==> src/rtl/reg_write_arbiter_pkg.sv <==
`default_nettype none
// ============================================================================
//  Module      : reg_write_arbiter_pkg
//  Description : Shared definitions for the register-file write arbiter:
//                bank geometry defaults, output-stage FSM encoding and
//                requester identifiers used by the round-robin pointer.
//  Revision    : 1.0 - initial release
// ============================================================================
package reg_write_arbiter_pkg;

    // Bank geometry defaults
    localparam int W    = 32;              // register data width
    localparam int NREG = 16;              // registers in the bank
    localparam int AW   = $clog2(NREG);    // register index width

    // Output-stage FSM: IDLE = nothing staged, WRITE = a grant is staged
    typedef enum logic [0:0] {
        IDLE  = 1'b0,
        WRITE = 1'b1
    } state_t;

    // Requester identifiers; also the encoding of the priority pointer
    localparam logic REQ_A = 1'b0;         // ALU writeback
    localparam logic REQ_B = 1'b1;         // memory load

endpackage : reg_write_arbiter_pkg
`default_nettype wire

==> src/rtl/reg_write_arbiter_rr_arbiter2.sv <==
`default_nettype none
// ============================================================================
//  Module      : rr_arbiter2
//  Description : Two-requester round-robin arbiter with a datapath freeze.
//                Grants are combinational from the valids, stall and the
//                1-bit priority pointer; the pointer advances to the
//                requester not just served whenever a grant is issued.
//  Ports       : clk      - clock, rising edge
//                clr      - asynchronous active-low reset
//                valid_a  - requester A has a write pending
//                valid_b  - requester B has a write pending
//                stall    - freeze, suppresses both grants
//                grant_a  - A accepted this cycle
//                grant_b  - B accepted this cycle
//  Revision    : 1.0 - initial release
// ============================================================================
module rr_arbiter2 (
    input  logic clk,
    input  logic clr,
    input  logic valid_a,
    input  logic valid_b,
    input  logic stall,
    output logic grant_a,
    output logic grant_b
);

    import reg_write_arbiter_pkg::*;

    logic r_prio;       // REQ_A: A wins a tie, REQ_B: B wins a tie
    logic w_enable;     // arbitration allowed this cycle
    logic w_grant_a;
    logic w_grant_b;

    // clr is folded into the enable so no requester sees ready while the
    // block is held in reset.
    assign w_enable  = clr & ~stall;

    // A wins when alone or when the pointer favours it; B symmetrically.
    // The two terms are mutually exclusive by construction.
    assign w_grant_a = w_enable & valid_a & (~valid_b | (r_prio == REQ_A));
    assign w_grant_b = w_enable & valid_b & (~valid_a | (r_prio == REQ_B));

    assign grant_a   = w_grant_a;
    assign grant_b   = w_grant_b;

    // Pointer moves only on a transfer, always away from the winner.
    always_ff @(posedge clk or negedge clr) begin
        if (!clr) begin
            r_prio <= REQ_A;
        end else if (w_grant_a) begin
            r_prio <= REQ_B;
        end else if (w_grant_b) begin
            r_prio <= REQ_A;
        end
    end

endmodule : rr_arbiter2
`default_nettype wire

==> src/rtl/reg_write_arbiter.sv <==
`default_nettype none
// ============================================================================
//  Module      : reg_write_arbiter
//  Description : Arbitrates two register-file write requesters (ALU
//                writeback A, memory load B) onto a single write port.
//                An accepted request is staged for one cycle, during which
//                a one-hot load enable and the write data are presented to
//                the register bank, which captures them on the next edge.
//                Sustains one write per cycle.
//  Ports       : clk              - clock, rising edge
//                clr              - asynchronous active-low reset
//                a_valid/addr/data- requester A write request
//                a_ready          - A accepted this cycle
//                b_valid/addr/data- requester B write request
//                b_ready          - B accepted this cycle
//                stall            - datapath freeze, blocks acceptance
//                ld               - one-hot register load enables
//                wdata            - shared write-data bus
//                busy             - a staged write is being presented
//  Revision    : 1.0 - initial release
// ============================================================================
module reg_write_arbiter #(
    parameter  int W    = reg_write_arbiter_pkg::W,
    parameter  int NREG = reg_write_arbiter_pkg::NREG,
    localparam int AW   = $clog2(NREG)
) (
    input  logic            clk,
    input  logic            clr,
    input  logic            a_valid,
    input  logic [AW-1:0]   a_addr,
    input  logic [W-1:0]    a_data,
    output logic            a_ready,
    input  logic            b_valid,
    input  logic [AW-1:0]   b_addr,
    input  logic [W-1:0]    b_data,
    output logic            b_ready,
    input  logic            stall,
    output logic [NREG-1:0] ld,
    output logic [W-1:0]    wdata,
    output logic            busy
);

    import reg_write_arbiter_pkg::*;

    // ------------------------------------------------------------------
    // Arbitration
    // ------------------------------------------------------------------
    logic w_grant_a;
    logic w_grant_b;

    rr_arbiter2 u_arb (
        .clk     (clk),
        .clr     (clr),
        .valid_a (a_valid),
        .valid_b (b_valid),
        .stall   (stall),
        .grant_a (w_grant_a),
        .grant_b (w_grant_b)
    );

    assign a_ready = w_grant_a;
    assign b_ready = w_grant_b;

    // ------------------------------------------------------------------
    // Winner selection and address decode
    // ------------------------------------------------------------------
    logic            w_xfer;
    logic [AW-1:0]   w_sel_addr;
    logic [W-1:0]    w_sel_data;
    logic [NREG-1:0] w_ld_next;

    assign w_xfer     = w_grant_a | w_grant_b;
    assign w_sel_addr = w_grant_b ? b_addr : a_addr;
    assign w_sel_data = w_grant_b ? b_data : a_data;

    // One-hot decode; an index beyond NREG-1 (non power-of-two bank)
    // decodes to no load at all rather than aliasing.
    always_comb begin
        w_ld_next = '0;
        for (int i = 0; i < NREG; i++) begin
            w_ld_next[i] = (w_sel_addr == AW'(i));
        end
    end

    // ------------------------------------------------------------------
    // Output stage FSM with registered outputs
    // ------------------------------------------------------------------
    state_t          r_state;
    logic [NREG-1:0] r_ld;
    logic [W-1:0]    r_wdata;
    logic            r_busy;

    // A new transfer is staged from either state, so back-to-back writes
    // stay in WRITE without a bubble. wdata is only loaded on a transfer
    // and otherwise keeps its last value.
    always_ff @(posedge clk or negedge clr) begin
        if (!clr) begin
            r_state <= IDLE;
            r_ld    <= '0;
            r_wdata <= '0;
            r_busy  <= 1'b0;
        end else begin
            case (r_state)
                IDLE: begin
                    if (w_xfer) begin
                        r_state <= WRITE;
                        r_ld    <= w_ld_next;
                        r_wdata <= w_sel_data;
                        r_busy  <= 1'b1;
                    end else begin
                        r_ld    <= '0;
                        r_busy  <= 1'b0;
                    end
                end
                WRITE: begin
                    if (w_xfer) begin
                        r_state <= WRITE;
                        r_ld    <= w_ld_next;
                        r_wdata <= w_sel_data;
                        r_busy  <= 1'b1;
                    end else begin
                        r_state <= IDLE;
                        r_ld    <= '0;
                        r_busy  <= 1'b0;
                    end
                end
                default: begin
                    r_state <= IDLE;
                    r_ld    <= '0;
                    r_busy  <= 1'b0;
                end
            endcase
        end
    end

    assign ld    = r_ld;
    assign wdata = r_wdata;
    assign busy  = r_busy;

endmodule : reg_write_arbiter
`default_nettype wire

==> config.mk <==
export PLATFORM = sky130hd
export DESIGN_NAME = reg_write_arbiter
export DESIGN_NICKNAME = d
export VERILOG_FILES = /design/src/rtl/reg_write_arbiter_pkg.sv /design/src/rtl/reg_write_arbiter_rr_arbiter2.sv /design/src/rtl/reg_write_arbiter.sv
export SDC_FILE = /design/constraint.sdc
export NUM_CORES = 1
export LEC_CHECK = 0
export CAP_MARGIN = 20
export CORE_MARGIN = 2
export CORE_UTILIZATION = 30
export CTS_CLUSTER_SIZE = 25
export DETAILED_ROUTE_END_ITERATION = 8
export SLEW_MARGIN = 20
export SYNTH_ARGS = -nofsm -noshare
export SYNTH_HDL_FRONTEND = slang
export SYNTH_SLANG_ARGS = --single-unit
==> constraint.sdc <==
create_clock -name clk -period 3.05 [get_ports clk]
set_clock_uncertainty 0.2 [all_clocks]
set_input_delay 0.61 -clock clk [delete_from_list [all_inputs] [get_ports clk]]
set_output_delay 0.61 -clock clk [all_outputs]
set_load 0.01 [all_outputs]
==> reports/results.tsv <==
stage	metric	value	unit
worst_setup_path	cp_cell_sequence	clkdlybuf4s50_1, a21boi_0, and2_1, clkdlybuf4s50_1	
yosys	yosysUniqueCellTypes	28	
worst_setup_path	arrival	2.08	ns
yosys	synthArstFlopShare	100.0	%
global_routing	globalRouteMet1Util	23.44	%
yosys	synthFlopType	dfrtp_1	
timing	hold_slack	0.2754	ns
worst_setup_path	startpoint_type	input port	
clock_network	cts_tree	yes	
yosys	syn-cell-area	2547	µm²
yosys	synth_top_area_share	49.12	%
global_routing	grt_busiest_layer	met2	
timing	slew_viol_final	0	
place	dp_slack	0.1673	ns
clock_network	ctsHoldBuffers	0	
yosys	syn_inst	227	
yosys	synth_top_cell_by_area	dfrtp_1	
worst_setup_path	crit_fanout	4	
detailed_routing	ant_nets	0	
floorplan	io_pins	128	
layout	diodes	0	
place	gp_congestion	0.8304	
detailed_routing	via_count	2438	
detailed_routing	vias_per_cell	5.430	
clock_network	cts_root_buffer	clkbuf_8	
worst_setup_path	crit_type	input port to output pin	
hold_path	min_path_type	input port to asynchronous set/reset pin	
floorplan	initial_core_util	31.00	%
floorplan	rows	33	
worst_setup_path	required	2.24	ns
timing	post-route-worst-setup-slack	0.1636	ns
yosys	ys_ff_latch	50	
yosys	yosysSeqAreaShare	49.12	%
timing	slew_headroom	56.85	%
power	ir_drop	226.2	µV
global_routing	grt_util_met3	3.994	%
yosys	ys.warnings.count	0	
layout	syn_to_final_growth	57.02	%
yosys	syn_nets	304	
floorplan	die_h	96.15	µm
yosys	synth_edf_count	0	
clock_network	clk_path_buf_depth	2	
place	dp_cells	442	
worst_setup_path	cpMaxStageDelayCell	clkdlybuf4s50_1	
yosys	avgSynthCellArea	11.22	µm²
worst_setup_path	worst_setup_path_end_kind	output pin	
floorplan	die_w	96.15	µm
yosys	netlist_top_cells_area	dfrtp_1 49%, a221o_1 13%, and4_1 11%	
global_routing	grt_pass1_wl	12.27	mm
layout	final_cells	449	
global_routing	grt_pass1_vias	2380	
detailed_routing	drc	0	
global_routing	antenna_found_initial	0	
detailed_routing	wl_per_cell	17.47	µm
power	p_total	1.814	mW
floorplan	coreArea	8217	µm²
place	dp_hpwl	5.539	mm
detailed_routing	drt_first_pass_iters	4	
clock_network	cts_resized	0	
layout	nets	421	
global_routing	grt_start_max_net_pins	51	
timing	fin_setup_tns	0	ns
global_routing	grtUsageTotal	17.22	%
layout	final_core_util	48.68	%
global_routing	grtUsageMet2	28.01	%
detailed_routing	drt_iter0_markers	95	
power	cellLeakagePower	1.729	nW
floorplan	dieArea	9245	µm²
detailed_routing	drt-total-wl	7.846	mm
job	cap_violations	0	
timing	final.period_utilization	94.63	%
layout	fin_area	4000	µm²
timing	rsz0062_at_grt	false	
layout	drive_above_1_share	6.977	%
worst_setup_path	max_stage_delay	0.54	ns
clock_network	post_cts_buffers	0	
timing	final_hold_viol_count	0	
timing	setup_viol	0	
power	powerDensity	453.4	nW/µm²
outcome	status	completed	
timing	fin_crit	2.886	ns
clock_network	htreeDepth	2	
worst_setup_path	crit_top_cell	clkdlybuf4s50_1	
clock_network	clk_pin_slew	0.08	ns
clock_network	clk_latency	0.29	ns
clock_network	cts_sinks	50	
timing	worst_pin_slew	0.6472	ns
clock_network	numCtsBuffers	5	
global_routing	overflow	0	
timing	fmax	346.5	MHz
place	port_buffers	127	
place	post_dp_cell_area	3887	µm²
==> worst max-delay path: cells and delay by family <==
kind / cells / cell delay, ns
buffers and inverters: 2 / 1.05
AND/OR/NAND/NOR: 1 / 0.18
AO/OA/AOI/OAI: 1 / 0.23
==> flip-flops by register name (all words and copies together), names as in the netlist <==
name	count
busy	1
ld	16
u_arb.r_prio	1
wdata	32
==> cell families (layout without fill, tap and decap cells) <==
family / count (synthesis) / after routing / synth area share, %
and+or+nand+nor: 96 / 96 / 26.77
DFF: 50 / 50 / 49.12
AOI/OAI and AO/OA: 50 / 50 / 17.49
buffers and inverters: 31 / 148 / 6.631
==> cells in the mapped netlist (3+ instances only) <==
cell	n
a221o_1	32
dfrtp_1	50
inv_1	3
o32ai_1	4
nand4_1	6
clkbuf_1	13
buf_6	5
nand2_1	3
nand2b_1	3
and4_1	32
and3_1	32
o22ai_1	12
nor2_1	4
buf_2	9
==> layout make-up <==
type                            count  area (µm²)
Timing Repair Buffer              138        1361
Clock inverter                      1       30.03
Fill cell                         773        4217
Inverter                            3       11.26
Sequential cell                    50        1251
Multi-Input combinational cell    146        1132
Tap cell                          105       131.4
Clock buffer                        6       82.58
==> worst paths after layout <==
path                              startpoint            to  slack (ns)  depth (start not counted)
worst min register to register  u_arb.r_prio  u_arb.r_prio        0.32                          1
min in group clk                u_arb.r_prio  u_arb.r_prio        0.32                          1
worst min-delay path                     clr     wdata[12]        0.28                          2
worst max-delay path                 a_valid       a_ready        0.16                          4
worst max register to register  u_arb.r_prio     wdata[24]        1.40                          4
max in group asynchronous                clr        ld[13]        1.95                          2
==> metal layers <==
metal | share of wire [%] | wire length (µm) | vias up
met5 | 0 | 0 | -
met4 | 0.79 | 62 | 0
met3 | 6.7 | 523 | 7
met1 | 44 | 3481 | 1205
met2 | 48 | 3779 | 79
li1 | - | - | 1147
==> power by group <==
| group | internal [mW] | leakage [nW] | switching, mW |
|---|---|---|---|
| clock | 0.263 | 0.0573 | 0.210 |
| combinational | 0.331 | 1.04 | 0.208 |
| sequential | 0.749 | 0.632 | 0.0524 |
==> cell usage in the layout (no fill, tap or decap), drive strengths merged, types with 4 or more instances in the layout <==
cell type / Yosys / layout
nor2: 4 / 4
clkdlybuf4s50: 0 / 126
and3: 32 / 32
o32ai: 4 / 4
o22ai: 12 / 12
a221o: 32 / 32
and4: 32 / 32
buf: 15 / 12
nand2: 4 / 4
nand4: 6 / 6
dfrtp: 50 / 50
clkbuf: 13 / 6
Note: power is estimated with default switching activity, not from simulation.
